**src/rtl/llc_set_dispatch_if.sv**
```systemverilog
// Request-in, request-out and retire handshakes of the LLC set dispatcher.
// Pure signal bundle, no latency of its own.
// Valid/ready on both request channels; retire is fire-and-forget.
interface llc_set_dispatch_if #(
    parameter int LLC_SET_BITS = 8
);
    logic                    req_in_valid;
    logic [LLC_SET_BITS-1:0] req_in_set;
    logic                    req_in_ready;

    logic                    req_out_valid;
    logic                    req_out_ready;
    logic [LLC_SET_BITS-1:0] req_out_set;
    logic [2:0]              req_out_ptr;

    logic                    retire_valid;
    logic [2:0]              retire_ptr;

    // Environment side: produces requests/retires, consumes issued requests.
    modport master (
        output req_in_valid, req_in_set,
        input  req_in_ready,
        input  req_out_valid, req_out_set, req_out_ptr,
        output req_out_ready,
        output retire_valid, retire_ptr
    );

    // Dispatcher side.
    modport slave (
        input  req_in_valid, req_in_set,
        output req_in_ready,
        output req_out_valid, req_out_set, req_out_ptr,
        input  req_out_ready,
        input  retire_valid, retire_ptr
    );
endinterface

```
**src/rtl/llc_set_dispatch.sv**
```systemverilog
// Serialises LLC requests so no two in-flight transactions share a set or a table slot.
// Latency: accept (IDLE) -> lookup (CHECK) -> offer (ISSUE), so 2 cycles from acceptance to req_out_valid.
// Backpressure: req_in_ready only in IDLE; a set conflict or busy slot parks the request in STALL until a retire.
module llc_set_dispatch #(
    parameter int TABLE_SIZE   = 5,   // at most 7 so occupancy fits in 3 bits
    parameter int LLC_SET_BITS = 8
) (
    input  logic                    clk,
    input  logic                    rst,
    llc_set_dispatch_if.slave       bus,
    output logic [LLC_SET_BITS-1:0] set_next,
    output logic                    check_set_table,
    output logic                    add_set_to_table,
    input  logic                    is_set_in_table,
    input  logic [2:0]              set_table_pointer,
    output logic                    remove_set_from_table,
    output logic [2:0]              table_pointer_to_remove,
    output logic [2:0]              occupancy,
    output logic                    stall,
    output logic                    retire_err
);
    localparam logic [1:0] ST_IDLE  = 2'd0;
    localparam logic [1:0] ST_CHECK = 2'd1;
    localparam logic [1:0] ST_STALL = 2'd2;
    localparam logic [1:0] ST_ISSUE = 2'd3;

    localparam logic [3:0] TS4 = 4'(TABLE_SIZE);

    logic [1:0]              state_q, state_d;
    logic [TABLE_SIZE-1:0]   busy_q, busy_d;
    logic [LLC_SET_BITS-1:0] hold_set_q, hold_set_d;
    logic [2:0]              hold_ptr_q, hold_ptr_d;
    logic                    err_q, err_d;
    logic [2:0]              occ_q, occ_d;

    logic [7:0] busy_pad;
    logic [7:0] busy_pad_nxt;
    logic       retire_ok;
    logic       conflict;
    logic       add;

    function automatic logic [2:0] popcnt(input logic [TABLE_SIZE-1:0] v);
        logic [2:0] c;
        c = 3'd0;
        for (int i = 0; i < TABLE_SIZE; i++) begin
            c = c + {2'b00, v[i]};
        end
        return c;
    endfunction

    // Busy vector widened to the full 3-bit pointer space; slots past the table read busy.
    always_comb begin
        busy_pad                 = 8'hFF;
        busy_pad[TABLE_SIZE-1:0] = busy_q;
    end

    // Retire qualification, conflict detection and the add strobe.
    always_comb begin
        retire_ok = !rst && bus.retire_valid && ({1'b0, bus.retire_ptr} < TS4)
                    && busy_pad[bus.retire_ptr];
        conflict  = is_set_in_table || busy_pad[set_table_pointer];
        add       = !rst && (state_q == ST_CHECK) && !conflict;
    end

    // Next-state for the FSM, the slot bookkeeping and the sticky error.
    always_comb begin
        state_d      = state_q;
        hold_set_d   = hold_set_q;
        hold_ptr_d   = hold_ptr_q;
        err_d        = err_q || (bus.retire_valid && !retire_ok);
        busy_pad_nxt = busy_pad;
        if (retire_ok) begin
            busy_pad_nxt[bus.retire_ptr] = 1'b0;
        end
        // add and retire never hit the same slot: one needs it free, the other busy
        if (add) begin
            busy_pad_nxt[set_table_pointer] = 1'b1;
        end
        busy_d = busy_pad_nxt[TABLE_SIZE-1:0];
        occ_d  = popcnt(busy_d);

        case (state_q)
            ST_IDLE: begin
                if (bus.req_in_valid) begin
                    hold_set_d = bus.req_in_set;
                    state_d    = ST_CHECK;
                end
            end
            ST_CHECK: begin
                if (!conflict) begin
                    hold_ptr_d = set_table_pointer;
                    state_d    = ST_ISSUE;
                end else if (retire_ok) begin
                    // a retire landing on the lookup cycle re-runs the lookup
                    state_d = ST_CHECK;
                end else begin
                    state_d = ST_STALL;
                end
            end
            ST_STALL: begin
                if (retire_ok) begin
                    state_d = ST_CHECK;
                end
            end
            default: begin
                if (bus.req_out_ready) begin
                    state_d = ST_IDLE;
                end
            end
        endcase
    end

    // State registers with synchronous reset.
    always_ff @(posedge clk) begin
        if (rst) begin
            state_q    <= ST_IDLE;
            busy_q     <= '0;
            hold_set_q <= '0;
            hold_ptr_q <= 3'd0;
            err_q      <= 1'b0;
            occ_q      <= 3'd0;
        end else begin
            state_q    <= state_d;
            busy_q     <= busy_d;
            hold_set_q <= hold_set_d;
            hold_ptr_q <= hold_ptr_d;
            err_q      <= err_d;
            occ_q      <= occ_d;
        end
    end

    // Output decode; everything but req_in_ready is held low while rst is high.
    always_comb begin
        bus.req_in_ready        = rst || (state_q == ST_IDLE);
        set_next                = (!rst && (state_q == ST_CHECK || state_q == ST_STALL))
                                  ? hold_set_q : '0;
        check_set_table         = !rst && (state_q == ST_CHECK);
        add_set_to_table        = add;
        remove_set_from_table   = retire_ok;
        table_pointer_to_remove = retire_ok ? bus.retire_ptr : 3'd0;
        stall                   = !rst && (state_q == ST_STALL);
        bus.req_out_valid       = !rst && (state_q == ST_ISSUE);
        bus.req_out_set         = bus.req_out_valid ? hold_set_q : '0;
        bus.req_out_ptr         = bus.req_out_valid ? hold_ptr_q : 3'd0;
        occupancy               = rst ? 3'd0 : occ_q;
        retire_err              = !rst && err_q;
    end
endmodule

```
**src/flat_wrapper.sv**
```systemverilog
// flat-port wrapper written by rule: the top's interface ports become plain ports
module llc_set_dispatch_flat 
#(
    parameter int TABLE_SIZE   = 5,                                           
    parameter int LLC_SET_BITS = 8
)
  (clk, rst, set_next, check_set_table, add_set_to_table, is_set_in_table, set_table_pointer, remove_set_from_table, table_pointer_to_remove, occupancy, stall, retire_err, bus_req_in_valid, bus_req_in_set, bus_req_in_ready, bus_req_out_valid, bus_req_out_set, bus_req_out_ptr, bus_req_out_ready, bus_retire_valid, bus_retire_ptr);
  llc_set_dispatch_if #(.LLC_SET_BITS(LLC_SET_BITS)) bus_i ();
  input  logic clk;
  input  logic rst;
  output logic [LLC_SET_BITS-1:0] set_next;
  output logic check_set_table;
  output logic add_set_to_table;
  input  logic is_set_in_table;
  input  logic [2:0] set_table_pointer;
  output logic remove_set_from_table;
  output logic [2:0] table_pointer_to_remove;
  output logic [2:0] occupancy;
  output logic stall;
  output logic retire_err;
  input wire logic [$bits(bus_i.req_in_valid)-1:0] bus_req_in_valid;
  input wire logic [$bits(bus_i.req_in_set)-1:0] bus_req_in_set;
  output wire logic [$bits(bus_i.req_in_ready)-1:0] bus_req_in_ready;
  output wire logic [$bits(bus_i.req_out_valid)-1:0] bus_req_out_valid;
  output wire logic [$bits(bus_i.req_out_set)-1:0] bus_req_out_set;
  output wire logic [$bits(bus_i.req_out_ptr)-1:0] bus_req_out_ptr;
  input wire logic [$bits(bus_i.req_out_ready)-1:0] bus_req_out_ready;
  input wire logic [$bits(bus_i.retire_valid)-1:0] bus_retire_valid;
  input wire logic [$bits(bus_i.retire_ptr)-1:0] bus_retire_ptr;
  assign bus_i.req_in_valid = bus_req_in_valid;
  assign bus_i.req_in_set = bus_req_in_set;
  assign bus_req_in_ready = bus_i.req_in_ready;
  assign bus_req_out_valid = bus_i.req_out_valid;
  assign bus_req_out_set = bus_i.req_out_set;
  assign bus_req_out_ptr = bus_i.req_out_ptr;
  assign bus_i.req_out_ready = bus_req_out_ready;
  assign bus_i.retire_valid = bus_retire_valid;
  assign bus_i.retire_ptr = bus_retire_ptr;
  llc_set_dispatch #(.TABLE_SIZE(TABLE_SIZE), .LLC_SET_BITS(LLC_SET_BITS)) u_core (.clk(clk), .rst(rst), .bus(bus_i), .set_next(set_next), .check_set_table(check_set_table), .add_set_to_table(add_set_to_table), .is_set_in_table(is_set_in_table), .set_table_pointer(set_table_pointer), .remove_set_from_table(remove_set_from_table), .table_pointer_to_remove(table_pointer_to_remove), .occupancy(occupancy), .stall(stall), .retire_err(retire_err));
endmodule
```
**config.mk**
```make
export PLATFORM = sky130hd
export DESIGN_NAME = llc_set_dispatch_flat
export DESIGN_NICKNAME = d
export VERILOG_FILES = /design/src/rtl/llc_set_dispatch_if.sv /design/src/rtl/llc_set_dispatch.sv /design/src/flat_wrapper.sv
export SDC_FILE = /design/constraint.sdc
export NUM_CORES = 1
export LEC_CHECK = 0
export CORE_UTILIZATION = 44
export CTS_CLUSTER_SIZE = 12
export DETAILED_ROUTE_END_ITERATION = 10
export PLACE_DENSITY = 0.83
export SYNTH_ARGS = -nofsm -noshare
export SYNTH_HDL_FRONTEND = slang
export SYNTH_SLANG_ARGS = --single-unit
```
**constraint.sdc**
```tcl
create_clock -name clk -period 3.87 [get_ports clk]
set_input_delay 0.774 -clock clk [delete_from_list [all_inputs] [get_ports clk]]
set_output_delay 0.774 -clock clk [all_outputs]
set_load 0.05 [all_outputs]
```
After elaboration in Yosys (flattened, before gate mapping)
Index checks and enable logic that the tools add are counted.
- $add $sub $neg: 4
- magnitude comparators: 5
- equality and inequality tests: 5
- muxes and demuxes: 21
- bitwise logic cells: 4
- reductions and logical operators: 24
- operators with widths (cell ; number):
    $mux W8 ; 2
    $logic_and A1 B1 Y1 ; 12
    $mux W2 ; 5
    $mux W5 ; 2
    $add A3 B1 Y3 ; 3
    $mux W3 ; 3
    $lt A3 B4 Y1 const B ; 2
    $bmux W1 S3 ; 2
    $demux W1 S3 ; 2
    $ge A3 B1 Y1 const B ; 2
    $pmux W2 S3 ; 1
    $and A5 B5 Y5 ; 1
    $not A5 Y5 ; 1
    $or A5 B5 Y5 ; 1
    $eq A2 B2 Y1 const B ; 2
    $logic_or A1 B1 Y1 ; 4
    $mux W1 ; 4
    $reduce_and A2 Y1 ; 2
    $reduce_bool A4 Y1 ; 1
    $logic_not A1 Y1 ; 3
    $lt A3 B3 Y1 const B ; 1
    $reduce_and A3 Y1 ; 1
    $add A1 B1 Y2 ; 1
    $eq A2 B1 Y1 const B ; 1
    4 further kinds ; 4
- register bits after elaboration: 22
- word-level logic and storage cells: 69

Logic depth before layout (Yosys ltp)
Gate-level depths: netlist (run 1).
- depth after elaboration: 13
- depth in mapped cells: 13
- depth with buffers taken out: 13

Worst setup path after synthesis (run 1)
Ideal clock, no wire load.
- kind: input to register
- start: input port set_table_pointer[0]
- end: register u_core.occ_q[1]
- data arrival time: 4727 ps
- path slack: -970 ps
- cell stages on the path: 10
- path buffers: 1
- cells stage by stage: buf_2 mux2_2 a31o_2 nor4_1 a32oi_1 fa_1 inv_1 ha_1 fa_1 nor2b_1
- word-level cells in the longest chain between the ends: 10
- elaborated cells on any way between the ends: 16
- ends and longest elaborated chain (what ; line ; source):
    from (decl) ; flat_wrapper.sv:15 ; input logic [2:0] set_table_pointer;
    $bmux W1 S3 * ; llc_set_dispatch.sv:61 ; conflict = is_set_in_table || busy_pad[set_table_pointer];
    $mux W1 (implied by the code) * ; llc_set_dispatch.sv:61 ;
    $logic_or A1 B1 Y1 * ; llc_set_dispatch.sv:61 ;
    $logic_not A1 Y1 * ; llc_set_dispatch.sv:62 ; add = !rst && (state_q == ST_CHECK) && !conflict;
    $logic_and A1 B1 Y1 * ; llc_set_dispatch.sv:62 ;
    net add_set_to_table ; flat_wrapper.sv:13 ; output logic add_set_to_table;
    $mux W5 * ; llc_set_dispatch.sv:76 ; if (add) begin
    $add A1 B1 Y2 ; llc_set_dispatch.sv:46 ; c = c + {2'b00, v[i]};
    $add A3 B1 Y3 (2 in a row) ; llc_set_dispatch.sv:46 ;
    $add A3 B1 Y3 * ; llc_set_dispatch.sv:46 ;
    net u_core.occ_d[1] ; llc_set_dispatch.sv:34 ; logic [2:0] occ_q, occ_d;
    to (signal assigned) ; llc_set_dispatch.sv:121 ; occ_q <= 3'd0;
    to (signal assigned) ; llc_set_dispatch.sv:128 ; occ_q <= occ_d;
    to (decl) ; llc_set_dispatch.sv:34 ;
The timed path passes the listed nets; every way through them passes the cells marked *. The select of a mux whose other input is x is not followed.
A chain may end at the register's enable or synchronous reset.

Final worst setup path (run 1)
- start: input port set_table_pointer[0]
- end: register u_core.occ_q[1]
- word-level cells in the longest chain between the ends: 10
- elaborated cells on any way between the ends: 16
- ends and longest elaborated chain (what ; line ; source):
    $lt A3 B4 Y1 (implied by the code) (tied with other cells) ; llc_set_dispatch.sv:77 ; busy_pad_nxt[set_table_pointer] = 1'b1;
    $logic_and A1 B1 Y1 (implied by the code) or $mux W1 (tied branches) ; llc_set_dispatch.sv:77, llc_set_dispatch.sv:61 ;
    $mux W1 (implied by the code) or $logic_or A1 B1 Y1 (tied branches) ; llc_set_dispatch.sv:77, llc_set_dispatch.sv:61 ;
    $demux W1 S3 or $logic_not A1 Y1 (tied branches) ; - ;
    $or A5 B5 Y5 (no line) or $logic_and A1 B1 Y1 (tied branches) ; - ;
    $mux W5 * ; llc_set_dispatch.sv:76 ;
    net u_core.busy_pad_nxt[1] ; llc_set_dispatch.sv:37 ; logic [7:0] busy_pad_nxt;
    $add A1 B1 Y2 * ; llc_set_dispatch.sv:46 ;
    $add A3 B1 Y3 * (3 in a row) ; llc_set_dispatch.sv:46 ;
    net u_core.occ_d[1] ; llc_set_dispatch.sv:34 ;
Marks and branches as above.

==> implementation parameters, run 1 <==
Parameter                              Value

Run status
  Result of the run    finished, final reports clean

Clock tree
  Library cell used as clock root buffer    sky130_fd_sc_hd__clkbuf_4
  Clock sinks    22
  Clk_lat worst skew    0.32 ns
  CTS Buffer Depth    2
  Setup Buffers After CTS    0
  Clock-pin transition on the worst setup and hold timing paths    0.13 ns
  PostCTS Resize Cnt    0
  Number of hold buffers added after CTS    0
  TritonCTS buffer count    3
  Number of H-tree levels    1
  TritonCTS clock tree    yes

Final layout
  Count of placed standard cells in the final layout, fillers left out    between 200 and 300
  Share of final-layout standard cells stronger than drive strength 1    between 20 and 30%
  Post-route cell area    2280 µm²
  Post-synthesis to final-layout area growth    64.0%
  Final Net Count    245
  Number of diodes    0

Timing
  Worst Clk Skew    0.00479 ns
  Share of the clock period used by the worst path    91.8%
  Setup Total Neg Slack    0 ns
  Final critical delay including setup and external delays    between 3 and 4 ns
  Endpoints failing hold    0
  Max Freq    282 MHz
  RSZ-0062 raised after global routing    false
  Finish-stage setup viols    0
  Max transition margin    49.8%
  Final Max Slew Viols    0
  Pin slew with the least headroom to its limit    0.752 ns
  Hold Slack    0.484 ns

Power
  Total power consumption of the routed design    ~0.84 mW
  Static leakage    just over 0.9 nW
  IR Drop Worst-Case VDD    approximately 0.20 mV
  Total power density per cell area    368 nW/µm²

Synthesis
  Yosys warnings    0
  Post-synth net total    190
  Average cell area after synthesis    8.60 µm²
  Yosys cell types    44
  Post-synthesis sequential area ratio    31.6%
  Count of flip-flops with a built-in enable after synthesis    0
  Async set-or-reset flop fraction in the synthesized netlist    0%
  Register bit total from synthesis    22
  Synthesized area    1390 µm²
  Most instantiated flip-flop cell in the synthesis netlist    sky130_fd_sc_hd__dfxtp_1
  Gate Count Post-Synth    roughly 160

Critical path
  Startpoint type of the worst setup path    primary input
  Crit Reg-Reg Startpoint    u_core.state_q[1]
  Crit path largest cell delay    0.55 ns
  Cell with the biggest individual delay on the critical path    sky130_fd_sc_hd__fa_1
  Worst Path Required    4.09 ns
  Capturing element of the worst setup path    u_core.occ_q[1]
  WP buf/inv    3
  Category of the worst setup path capture point    flip-flop
  Arr. time, crit path    between 3 and 4 ns
  List of cells traversed by the critical path    clkdlybuf4s50_1, mux2_2, a31o_2, nor2_2, a32o_1, ha_1, inv_1, fa_1, inv_1, ha_1, fa_1, nor2b_1
  Number of logic stages on the critical path including buffering    12
  Worst setup path startpoint    set_table_pointer[0]
  Family of cells with the greatest summed delay on the critical path    adder cells
  Worst setup path category    primary input to flip-flop
  Maximum fanout encountered on the critical timing path    4
  Critical register-to-register path endpoint    u_core.occ_q[1]
  Slack of the worst reg-to-reg path    0.79 ns
  Worst Reg-to-Reg Cells    13

Floorplanning
  Boundary Pins    52
  Starting Density    46.0%
  Area of the die    3390 µm²
  Core region area    3030 µm²
  Die X-Extent    58.3 µm
  Die Span Y    58.3 µm
  Row count    20

GRT
  Number of global-route vias before repair    1302
  Met3 Use GR    1.34%
  GR Layer Usage met2    43.5%
  Overall fraction of global-route tracks in use    a little under a quarter
  Overflow after GRT    0
  Number of antenna violations at the first check in global routing    0
  Met1 usage in global routing    between 20% and 30%
  GRT Max-Usage Layer    met2
  Largest net degree at the start of global routing    31
  First-pass GRT wire length    6.08 mm

Detailed routing
  Remaining routing DRC violations    0
  Drt via density    approximately 5.1
  Wirelength, routed    3.64 mm
  Count of nets left with antenna violations after detail routing    0
  DRT Pass-1 Iters    4
  Routed WL per cell    14.0 µm
  Initial DRC Count    45
  Overall via count from detail_route    ~1300

Placed design
  Number of cells after detailed placement    256
  Cell area after placement    2230 µm²
  RD Place Congestion    between 0.9 and 1
  HPWL reported at the end of detailed placement    between 2 and 3 mm
  Total of buffers placed on input and output ports    approximately 50

Run
  Max-capacitance violation count    0

Worst hold path
  Path class of the lowest-slack min-delay path    flip-flop to flip-flop
worst reg2reg max path: stages, from the launching register on:
cell                       delay (ns)
sky130_fd_sc_hd__dfxtp_1         0.38
sky130_fd_sc_hd__inv_1           0.09
sky130_fd_sc_hd__ha_1            0.23
sky130_fd_sc_hd__nor2b_1         0.17
sky130_fd_sc_hd__o211ai_1        0.12
sky130_fd_sc_hd__nor2_2          0.08
sky130_fd_sc_hd__a32o_1          0.28
sky130_fd_sc_hd__ha_1            0.28
sky130_fd_sc_hd__inv_1           0.06
sky130_fd_sc_hd__fa_1            0.55
sky130_fd_sc_hd__inv_1           0.05
sky130_fd_sc_hd__ha_1            0.18
sky130_fd_sc_hd__fa_1            0.41
sky130_fd_sc_hd__nor2b_1         0.13
per-layer routing:
| layer | wire, µm | part of all wire (%) |
|---|---|---|
| met5 | 0 | 0 |
| met4 | 53 | 1.5 |
| met3 | 72 | 2.0 |
| met2 | 1980 | 54 |
| met1 | 1530 | 42 |
per-stage QoR:
step	util (%)	setup WS, ns
3_3_place_gp	73.7	0.0576
5_1_grt	75.4	0.209
6_report	75.4	0.318
2_1_floorplan	-	0.0927
3_5_place_dp	73.7	-0.0378
4_1_cts	75.4	0.319
sequential cells by signal, summed over array words and instances (netlist names):
signal / flops
u_core.hold_set_q: 8
u_core.err_q: 1
u_core.state_q: 2
u_core.hold_ptr_q: 3
u_core.busy_q: 5
u_core.occ_q: 3
power breakdown:
part           internal (mW)  total, mW  switching, mW
clock network          0.105      0.180         0.0757
logic                  0.167      0.387          0.220
registers              0.255      0.274         0.0193
total                  0.527      0.841          0.315
logic make-up (layout without fill, tap and decap cells):
| kind of cell | Yosys count | count (layout) | share of synthesized area [%] |
|---|---|---|---|
| and+or+nand+nor | 79 | 79 | 32.9 |
| DFF | 22 | 22 | 31.6 |
| adders and majority gates | 8 | 8 | 8.27 |
| buffers and inverters | 19 | 73 | 7.01 |
| AOI/OAI and AO/OA | 28 | 28 | 15.8 |
| muxes | 6 | 6 | 4.40 |
synthesized netlist by cell type (2+ instances only):
master | count | share of area (%)
sky130_fd_sc_hd__mux2i_1 | 5 | 3.6
sky130_fd_sc_hd__o211ai_1 | 2 | 1.1
sky130_fd_sc_hd__dfxtp_1 | 22 | 32
sky130_fd_sc_hd__and2_1 | 19 | 8.5
sky130_fd_sc_hd__o31ai_1 | 2 | 1.1
sky130_fd_sc_hd__a32oi_1 | 2 | 1.3
sky130_fd_sc_hd__nand2_1 | 13 | 3.5
sky130_fd_sc_hd__nor2_1 | 7 | 1.9
sky130_fd_sc_hd__and3_2 | 2 | 1.1
sky130_fd_sc_hd__inv_1 | 10 | 2.7
sky130_fd_sc_hd__nand2b_1 | 2 | 0.90
sky130_fd_sc_hd__a21oi_1 | 10 | 3.6
sky130_fd_sc_hd__nor2b_1 | 15 | 6.7
sky130_fd_sc_hd__nand3_1 | 10 | 3.6
sky130_fd_sc_hd__a32o_1 | 2 | 1.4
sky130_fd_sc_hd__fa_1 | 2 | 2.9
sky130_fd_sc_hd__buf_4 | 2 | 1.1
sky130_fd_sc_hd__ha_1 | 6 | 5.4
sky130_fd_sc_hd__clkbuf_1 | 4 | 1.1
worst min-delay path by stage:
stage                              start              endpoint  cells past startpoint
global placement    u_core.hold_set_q[4]  u_core.hold_set_q[4]                      2
floorplan           u_core.hold_set_q[7]  u_core.hold_set_q[7]                      2
global route        u_core.hold_set_q[0]  u_core.hold_set_q[0]                      2
CTS                 u_core.hold_set_q[5]  u_core.hold_set_q[5]                      2
finish              u_core.hold_set_q[4]  u_core.hold_set_q[4]                      2
detailed placement  u_core.hold_set_q[5]  u_core.hold_set_q[5]                      2
final cells by class:
cell class,count,area (µm²)
inverter,10,37.5
clock buffer,3,22.5
sequential,22,440
tap,44,55.1
clock inverter,1,30.0
timing repair buffer,59,828
fill,221,744
multi-input combinational,121,870
cell usage in the layout, fill, tap and decap left out, drive strengths merged, types with 2 or more instances in the layout:
master,Yosys,final
o31ai,3,3
o211ai,2,2
clkdlybuf4s50,0,19
fa,2,2
nand2,14,14
a32o,2,2
nor2b,15,15
mux2i,5,5
nor2,8,8
inv,10,10
nand2b,2,2
nor3,2,2
a32oi,2,2
ha,6,6
nand3,10,10
buf,4,40
clkbuf,5,3
and2,20,20
dfxtp,22,22
and3,2,2
a21oi,11,11
No activity file was read; power rests on OpenSTA's default activity.
==> inputs of run 2 (changes only) <==
ABC_AREA = 1   (was not set)
==> implementation parameters, run 2 <==
Parameter                              Value

Placed design
  HPWL reported at the end of detailed placement    2.71 mm (-9.5%)
  Total of buffers placed on input and output ports    51 (unchanged)
  Cell area after placement    2040 µm² (-8.4%)
  RD Place Congestion    0.799 (-12%)

Clock tree
  Clk_lat worst skew    0.31 ns (about the same)
  Clock-pin transition on the worst setup and hold timing paths    0.13 ns (about the same)
  CTS Buffer Depth    2 (unchanged)
  PostCTS Resize Cnt    0 (unchanged)
  Clock sinks    22 (unchanged)
  Library cell used as clock root buffer    sky130_fd_sc_hd__clkbuf_4
  Number of H-tree levels    1 (unchanged)
  TritonCTS buffer count    3 (unchanged)
  Setup Buffers After CTS    0 (unchanged)
  Number of hold buffers added after CTS    0 (unchanged)
  TritonCTS clock tree    yes

GRT
  Largest net degree at the start of global routing    22 (-29%)
  Number of global-route vias before repair    1340 (+2.9%)
  Overflow after GRT    0 (unchanged)
  First-pass GRT wire length    5.71 mm (-6.1%)
  Number of antenna violations at the first check in global routing    0 (unchanged)
  Overall fraction of global-route tracks in use    22.2% (-1.0 points)

Detailed routing
  Overall via count from detail_route    1455 (+9.8%)
  Count of nets left with antenna violations after detail routing    0 (unchanged)
  DRT Pass-1 Iters    7 (+3)
  Remaining routing DRC violations    2 (+2)
  Wirelength, routed    3.39 mm (-7.0%)
  Routed WL per cell    11.4 µm (-19%)
  Initial DRC Count    65 (+44%)
  Drt via density    4.90 (-3.9%)

Synthesis
  Average cell area after synthesis    6.42 µm² (-25%)
  Most instantiated flip-flop cell in the synthesis netlist    sky130_fd_sc_hd__dfxtp_1
  Top area cells in the synthesized netlist    sky130_fd_sc_hd__dfxtp_1 (32%), sky130_fd_sc_hd__inv_1 (13%), sky130_fd_sc_hd__nor2_1 (11%)
  Most numerous cell in the Yosys netlist    sky130_fd_sc_hd__inv_1
  Post-synth net total    241 (+27%)
  Async set-or-reset flop fraction in the synthesized netlist    0% (unchanged)
  Post-synthesis sequential area ratio    32.2% (+0.58 points)
  Ranking of synthesized cells by instance count    sky130_fd_sc_hd__inv_1 (47), sky130_fd_sc_hd__nor2_1 (41), sky130_fd_sc_hd__nand2_1 (31)
  Fraction of synthesized cell area taken by the top area cell type    32.2% (+0.58 points)
  Yosys cell types    23 (-48%)
  Cell type with the largest total area after synthesis    sky130_fd_sc_hd__dfxtp_1
  Synthesized area    1370 µm² (-1.8%)
  Register bit total from synthesis    22 (unchanged)
  Count of flip-flops with a built-in enable after synthesis    0 (unchanged)
  Gate Count Post-Synth    213 (+31%)
  Yosys warnings    0 (unchanged)

Floorplanning
  Starting Density    47.9% (+1.9 points)
  Core region area    2850 µm² (-5.8%)
  Area of the die    3340 µm² (-1.7%)
  Boundary Pins    52 (unchanged)
  Die Span Y    57.8 µm (-0.88%)
  Die X-Extent    57.8 µm (-0.88%)
  Row count    19 (-5.0%)

Critical path
  WP buf/inv    2 (-1)
  Startpoint type of the worst setup path    primary input
  Family of cells with the greatest summed delay on the critical path    buffers and inverters
  Crit path largest cell delay    0.80 ns (+0.25 ns)
  Cell with the biggest individual delay on the critical path    sky130_fd_sc_hd__clkdlybuf4s50_1
  Category of the worst setup path capture point    output pin
  List of cells traversed by the critical path    clkdlybuf4s50_1, nor2_1, nand2_1, a21oi_4, nand3_4, nor2_1, clkdlybuf4s50_1
  Worst Path Required    3.10 ns (-0.99 ns)
  Maximum fanout encountered on the critical timing path    6 (+2)
  Arr. time, crit path    2.79 ns (-0.98 ns)
  Slack of the worst reg-to-reg path    1.00 ns (+0.21 ns)
  Worst Reg-to-Reg Cells    15 (+2)
  Critical register-to-register path endpoint    u_core.occ_q[1]
  Worst setup path category    primary input to output pin
  Crit Reg-Reg Startpoint    u_core.busy_q[3]

Power
  IR Drop Worst-Case VDD    0.297 mV (+47%)
  Total power consumption of the routed design    0.846 mW (+0.51%)
  Total power density per cell area    403 nW/µm² (+9.4%)
  Static leakage    0.952 nW (+1.9%)

Final layout
  Number of diodes    0 (unchanged)
  Final Net Count    295 (+20%)
  Top flop regs    u_core.hold_set_q x8, u_core.busy_q x5
  Number of flip-flops under the largest register name    8 (unchanged)
  Post-route cell area    2100 µm² (-8.2%)
  Share of final-layout standard cells stronger than drive strength 1    16.9% (-11 points)
  Register with the most flip-flops    u_core.hold_set_q
  Share of the core filled with cells    73.5% (-1.9 points)
  Leading cell types in the layout, fill and taps excluded    sky130_fd_sc_hd__inv_1 (47), sky130_fd_sc_hd__nor2_1 (41), sky130_fd_sc_hd__nand2_1 (31), sky130_fd_sc_hd__clkdlybuf4s50_1 (26), sky130_fd_sc_hd__dfxtp_1 (22)
  Leading cell type in the layout, fill and taps excluded    sky130_fd_sc_hd__inv_1
  Post-synthesis to final-layout area growth    53.3%

Timing
  Setup Total Neg Slack    0 ns (unchanged)
  Endpoints failing hold    0 (unchanged)
  Max transition margin    65.5% (+16 points)
  Pin slew with the least headroom to its limit    0.516 ns (-0.236 ns)
  Final Max Slew Viols    0 (unchanged)
  Max Freq    281 MHz (-0.23%)
  Share of the clock period used by the worst path    92.0% (+0.22 points)
  Finish-stage setup viols    0 (unchanged)
  RSZ-0062 raised after global routing    false
  Final critical delay including setup and external delays    3.56 ns (+0.00834 ns)
  Worst Clk Skew    0.00747 ns (+0.00268 ns)

Worst hold path
  Path class of the lowest-slack min-delay path    flip-flop to flip-flop
  Hold Path Cell Cnt    2 (unchanged)
  Worst-case hold path end point    u_core.hold_ptr_q[2]
  Launch point of the worst hold path    u_core.hold_ptr_q[2]

Run status
  Result of the run    complete, but fails checks
  Failing checks    design-rule violations

Run
  Max-capacitance violation count    0 (unchanged)
## run 2: changes by cell type after synthesis, moves of 4 or more
cell | before | now
sky130_fd_sc_hd__nor2b_1 | 15 | 0
sky130_fd_sc_hd__nand2_1 | 13 | 31
sky130_fd_sc_hd__inv_1 | 10 | 47
sky130_fd_sc_hd__and2_1 | 19 | 0
sky130_fd_sc_hd__o21ai_0 | 0 | 11
sky130_fd_sc_hd__nand3_1 | 10 | 6
sky130_fd_sc_hd__nor2_1 | 7 | 41
sky130_fd_sc_hd__a21oi_1 | 10 | 20
sky130_fd_sc_hd__mux2i_1 | 5 | 0
sky130_fd_sc_hd__o21ai_1 | 0 | 5
## run 2: worst register-to-register path, cell delays in order (launching register included)
cell and delay, ns:
sky130_fd_sc_hd__dfxtp_1 0.42, sky130_fd_sc_hd__nand2_1 0.07, sky130_fd_sc_hd__nand3_1 0.11, sky130_fd_sc_hd__nand2_2 0.09
sky130_fd_sc_hd__nor2_4 0.12, sky130_fd_sc_hd__nand2_1 0.13, sky130_fd_sc_hd__o21ai_2 0.16, sky130_fd_sc_hd__nand2_1 0.08
sky130_fd_sc_hd__ha_1 0.27, sky130_fd_sc_hd__inv_1 0.05, sky130_fd_sc_hd__fa_1 0.53, sky130_fd_sc_hd__inv_1 0.04
sky130_fd_sc_hd__ha_1 0.18, sky130_fd_sc_hd__fa_1 0.48, sky130_fd_sc_hd__inv_1 0.04, sky130_fd_sc_hd__nor2_1 0.07
## run 2: layout make-up
cell class | count | area [µm²]
fill | 236 | 756
sequential | 22 | 440
multi-input combinational | 135 | 714
clock buffer | 3 | 22.5
timing repair buffer | 54 | 658
tap | 31 | 38.8
inverter | 51 | 193
clock inverter | 1 | 30.0
## run 2: cells by family after synthesis
kind of cell               after synthesis  share of synthesized area (%)
AOI/OAI and AO/OA                       41                           16.7
adders and majority gates                8                           8.42
buffers and inverters                   56                           15.6
DFF                                     22                           32.2
and+or+nand+nor                         86                           27.1
## run 2: metal layers
metal	part of all wire, %	GRT usage (%)
met1	43	26.6
met2	50	38.4
met3	5.0	4.69
met4	1.8	9.86
met5	0	0
## run 2: per-stage QoR
| stage | cells | hold slack, ns | worst slack, ns |
|---|---|---|---|
| 2_1_floorplan | 213 | 0.445 | 0.438 |
| 3_3_place_gp | 293 | 0.454 | 0.121 |
| 3_5_place_dp | 293 | 0.457 | 0.0390 |
| 4_1_cts | 297 | 0.476 | 0.323 |
| 5_1_grt | 297 | 0.508 | 0.104 |
| 6_report | 297 | 0.475 | 0.310 |
## run 2: report_power, final
part / leakage, nW / internal [mW] / total (mW) / switching, mW
logic: 0.744 / 0.139 / 0.387 / 0.248
registers: 0.180 / 0.265 / 0.281 / 0.0155
clock network: 0.0279 / 0.105 / 0.178 / 0.0735
## run 2: worst max-delay path by stage
stage                              start                to  cells past startpoint
CTS                 set_table_pointer[0]  add_set_to_table                      7
floorplan              bus_retire_ptr[0]   u_core.occ_q[1]                     16
detailed placement     bus_retire_ptr[0]   u_core.occ_q[1]                     17
global route           bus_retire_ptr[0]   u_core.occ_q[1]                     17
global placement       bus_retire_ptr[0]   u_core.occ_q[1]                     17
finish              set_table_pointer[0]  add_set_to_table                      7
==> inputs of run 3 (changes only) <==
ABC_AREA = not set   (was 1)
CORE_ASPECT_RATIO = 0.6   (was not set)
HOLD_SLACK_MARGIN = 0.02   (was not set)
==> implementation parameters, run 3 (synthesis gave the netlist of run 1 again) <==
Parameter                              Value

Floorplanning
  Boundary Pins    52 (unchanged)
  Area of the die    3400 µm² (+2.0%)
  Row count    15 (-4)
  Die X-Extent    74.6 µm (+29%)
  Core region area    2950 µm² (+3.3%)
  Starting Density    47.3% (-0.68 points)
  Die Span Y    45.6 µm (-21%)

Timing
  Max Freq    276 MHz (-1.8%)
  Worst setup margin    0.244 ns (-0.0655 ns)
  Finish-stage setup viols    0 (unchanged)
  Hold Slack    0.471 ns (-0.00386 ns)
  Final critical delay including setup and external delays    3.63 ns (+0.0655 ns)
  Worst Clk Skew    0.00614 ns (-0.00133 ns)
  Pin slew with the least headroom to its limit    0.777 ns (+0.261 ns)
  Share of the clock period used by the worst path    93.7% (+1.7 points)
  Endpoints failing hold    0 (unchanged)
  Final Max Slew Viols    0 (unchanged)
  RSZ-0062 raised after global routing    false
  Setup Total Neg Slack    0 ns (unchanged)
  Max transition margin    48.1% (-17 points)

Placed design
  RD Place Congestion    0.866 (+8.4%)
  HPWL reported at the end of detailed placement    3.16 mm (+17%)
  Total of buffers placed on input and output ports    51 (unchanged)
  Placement-stage worst setup slack    -0.0165 ns (-0.0555 ns)

Clock tree
  PostCTS Resize Cnt    0 (unchanged)
  Setup Buffers After CTS    0 (unchanged)
  Clk_lat worst skew    0.27 ns (-0.04 ns)
  Clock-pin transition on the worst setup and hold timing paths    0.07 ns (-0.06 ns)
  Library cell used as clock root buffer    sky130_fd_sc_hd__clkbuf_8
  TritonCTS buffer count    3 (unchanged)
  Clock sinks    22 (unchanged)
  CTS Buffer Depth    2 (unchanged)
  TritonCTS clock tree    yes
  Number of H-tree levels    1 (unchanged)
  Number of hold buffers added after CTS    0 (unchanged)

GRT
  Overflow after GRT    0 (unchanged)
  Number of antenna violations at the first check in global routing    0 (unchanged)
  Largest net degree at the start of global routing    32 (+45%)
  Overall fraction of global-route tracks in use    25.7% (+3.5 points)
  Number of global-route vias before repair    1364 (+1.8%)
  First-pass GRT wire length    6.40 mm (+12%)

Final layout
  Leading cell type in the layout, fill and taps excluded    sky130_fd_sc_hd__buf_12
  Register with the most flip-flops    u_core.hold_set_q
  Post-synthesis to final-layout area growth    63.6%
  Final Net Count    246 (-17%)
  Number of filler instances in the final layout    201 (-15%)
  Number of diodes    0 (unchanged)
  Share of the core filled with cells    77.3% (+3.8 points)
  Top flop regs    u_core.hold_set_q x8, u_core.busy_q x5
  Leading cell types in the layout, fill and taps excluded    sky130_fd_sc_hd__buf_12 (26), sky130_fd_sc_hd__dfxtp_1 (22), sky130_fd_sc_hd__and2_1 (19), sky130_fd_sc_hd__clkdlybuf4s50_1 (19)
  Share of final-layout standard cells stronger than drive strength 1    28.1% (+11 points)
  Number of flip-flops under the largest register name    8 (unchanged)

Critical path
  Maximum fanout encountered on the critical timing path    4 (-2)
  Arr. time, crit path    3.78 ns (+0.99 ns)
  Startpoint type of the worst setup path    primary input
  Worst Path Required    4.02 ns (+0.92 ns)
  Worst setup path category    primary input to flip-flop
  Category of the worst setup path capture point    flip-flop

Detailed routing
  Count of nets left with antenna violations after detail routing    0 (unchanged)
  Overall via count from detail_route    1360 (-6.5%)
  Initial DRC Count    68 (+4.6%)
  Routed length on met1    1.77 mm (+22%)
  Routed length on met2    1.97 mm (+15%)
  Routed WL per cell    15.5 µm (+36%)
  Wirelength, routed    4.03 mm (+19%)
  Highest signal layer in the routed design    met4
  Remaining routing DRC violations    0 (-2)
  Drt via density    5.25 (+7.2%)
  Total met3 wirelength after detailed routing    243 µm (+43%)
  DRT Pass-1 Iters    4 (-3)

Run status
  Result of the run    finished, final reports clean

Run
  Max-capacitance violation count    0 (unchanged)

Power
  IR Drop Worst-Case VDD    0.274 mV (-7.6%)
  Static leakage    0.933 nW (-2.0%)
  Total power density per cell area    363 nW/µm² (-9.9%)
  Total power consumption of the routed design    0.828 mW (-2.1%)

Worst hold path
  Path class of the lowest-slack min-delay path    flip-flop to flip-flop
## run 3: changes by cell type in the layout (fill, tap and decap cells not counted), sizes merged, moves of 10 or more
cell and delta:
and2 +20, a21oi -10, nand2 -19, buf +13, inv -40, o21ai -19
nor2 -34, nor2b +15
## run 3: critical path, stage by stage
cell and delay, ns:
sky130_fd_sc_hd__clkdlybuf4s50_1 0.50, sky130_fd_sc_hd__mux2_2 0.35, sky130_fd_sc_hd__a31o_2 0.26, sky130_fd_sc_hd__nor2_2 0.17
sky130_fd_sc_hd__a22o_1 0.20, sky130_fd_sc_hd__ha_1 0.14, sky130_fd_sc_hd__inv_1 0.05, sky130_fd_sc_hd__fa_1 0.52
sky130_fd_sc_hd__inv_1 0.05, sky130_fd_sc_hd__ha_1 0.18, sky130_fd_sc_hd__fa_1 0.43, sky130_fd_sc_hd__nor2b_1 0.14
## run 3: metrics by stage
step           instances  instance area (µm²)
3_3_place_gp         255                 2220
2_1_floorplan        162                 1410
6_report             259                 2280
3_5_place_dp         255                 2220
5_1_grt              259                 2280
4_1_cts              259                 2280
## run 3: worst paths after layout
| check | slack, ns | cells past startpoint | to | start |
|---|---|---|---|---|
| max | 0.24 | 12 | u_core.occ_q[1] | set_table_pointer[0] |
| min | 0.47 | 2 | u_core.hold_set_q[5] | u_core.hold_set_q[5] |
| max reg2reg | 0.73 | 13 | u_core.occ_q[1] | u_core.state_q[1] |
| min reg2reg | 0.47 | 2 | u_core.hold_set_q[5] | u_core.hold_set_q[5] |
## run 3: layout make-up
cell class | instances | area [µm²] | area share [%]
timing repair buffer | 60 | 823 | 36.1
inverter | 10 | 37.5 | 1.65
sequential | 22 | 440 | 19.3
clock buffer | 4 | 55.1 | 2.42
multi-input combinational | 121 | 870 | 38.2
tap | 42 | 52.6 | 2.31
## run 3: power by group
group	switching (mW)	total [mW]	leakage, nW	internal, mW
Combinational	0.230	0.388	0.725	0.159
Clock	0.0756	0.166	0.0288	0.0908
Sequential	0.0189	0.273	0.179	0.254
## run 3: metal layers
layer	up-vias	track usage [%]
li1	661	-
met1	644	33.2
met4	0	7.55
met3	6	6.19
met5	-	0
met2	49	43.2
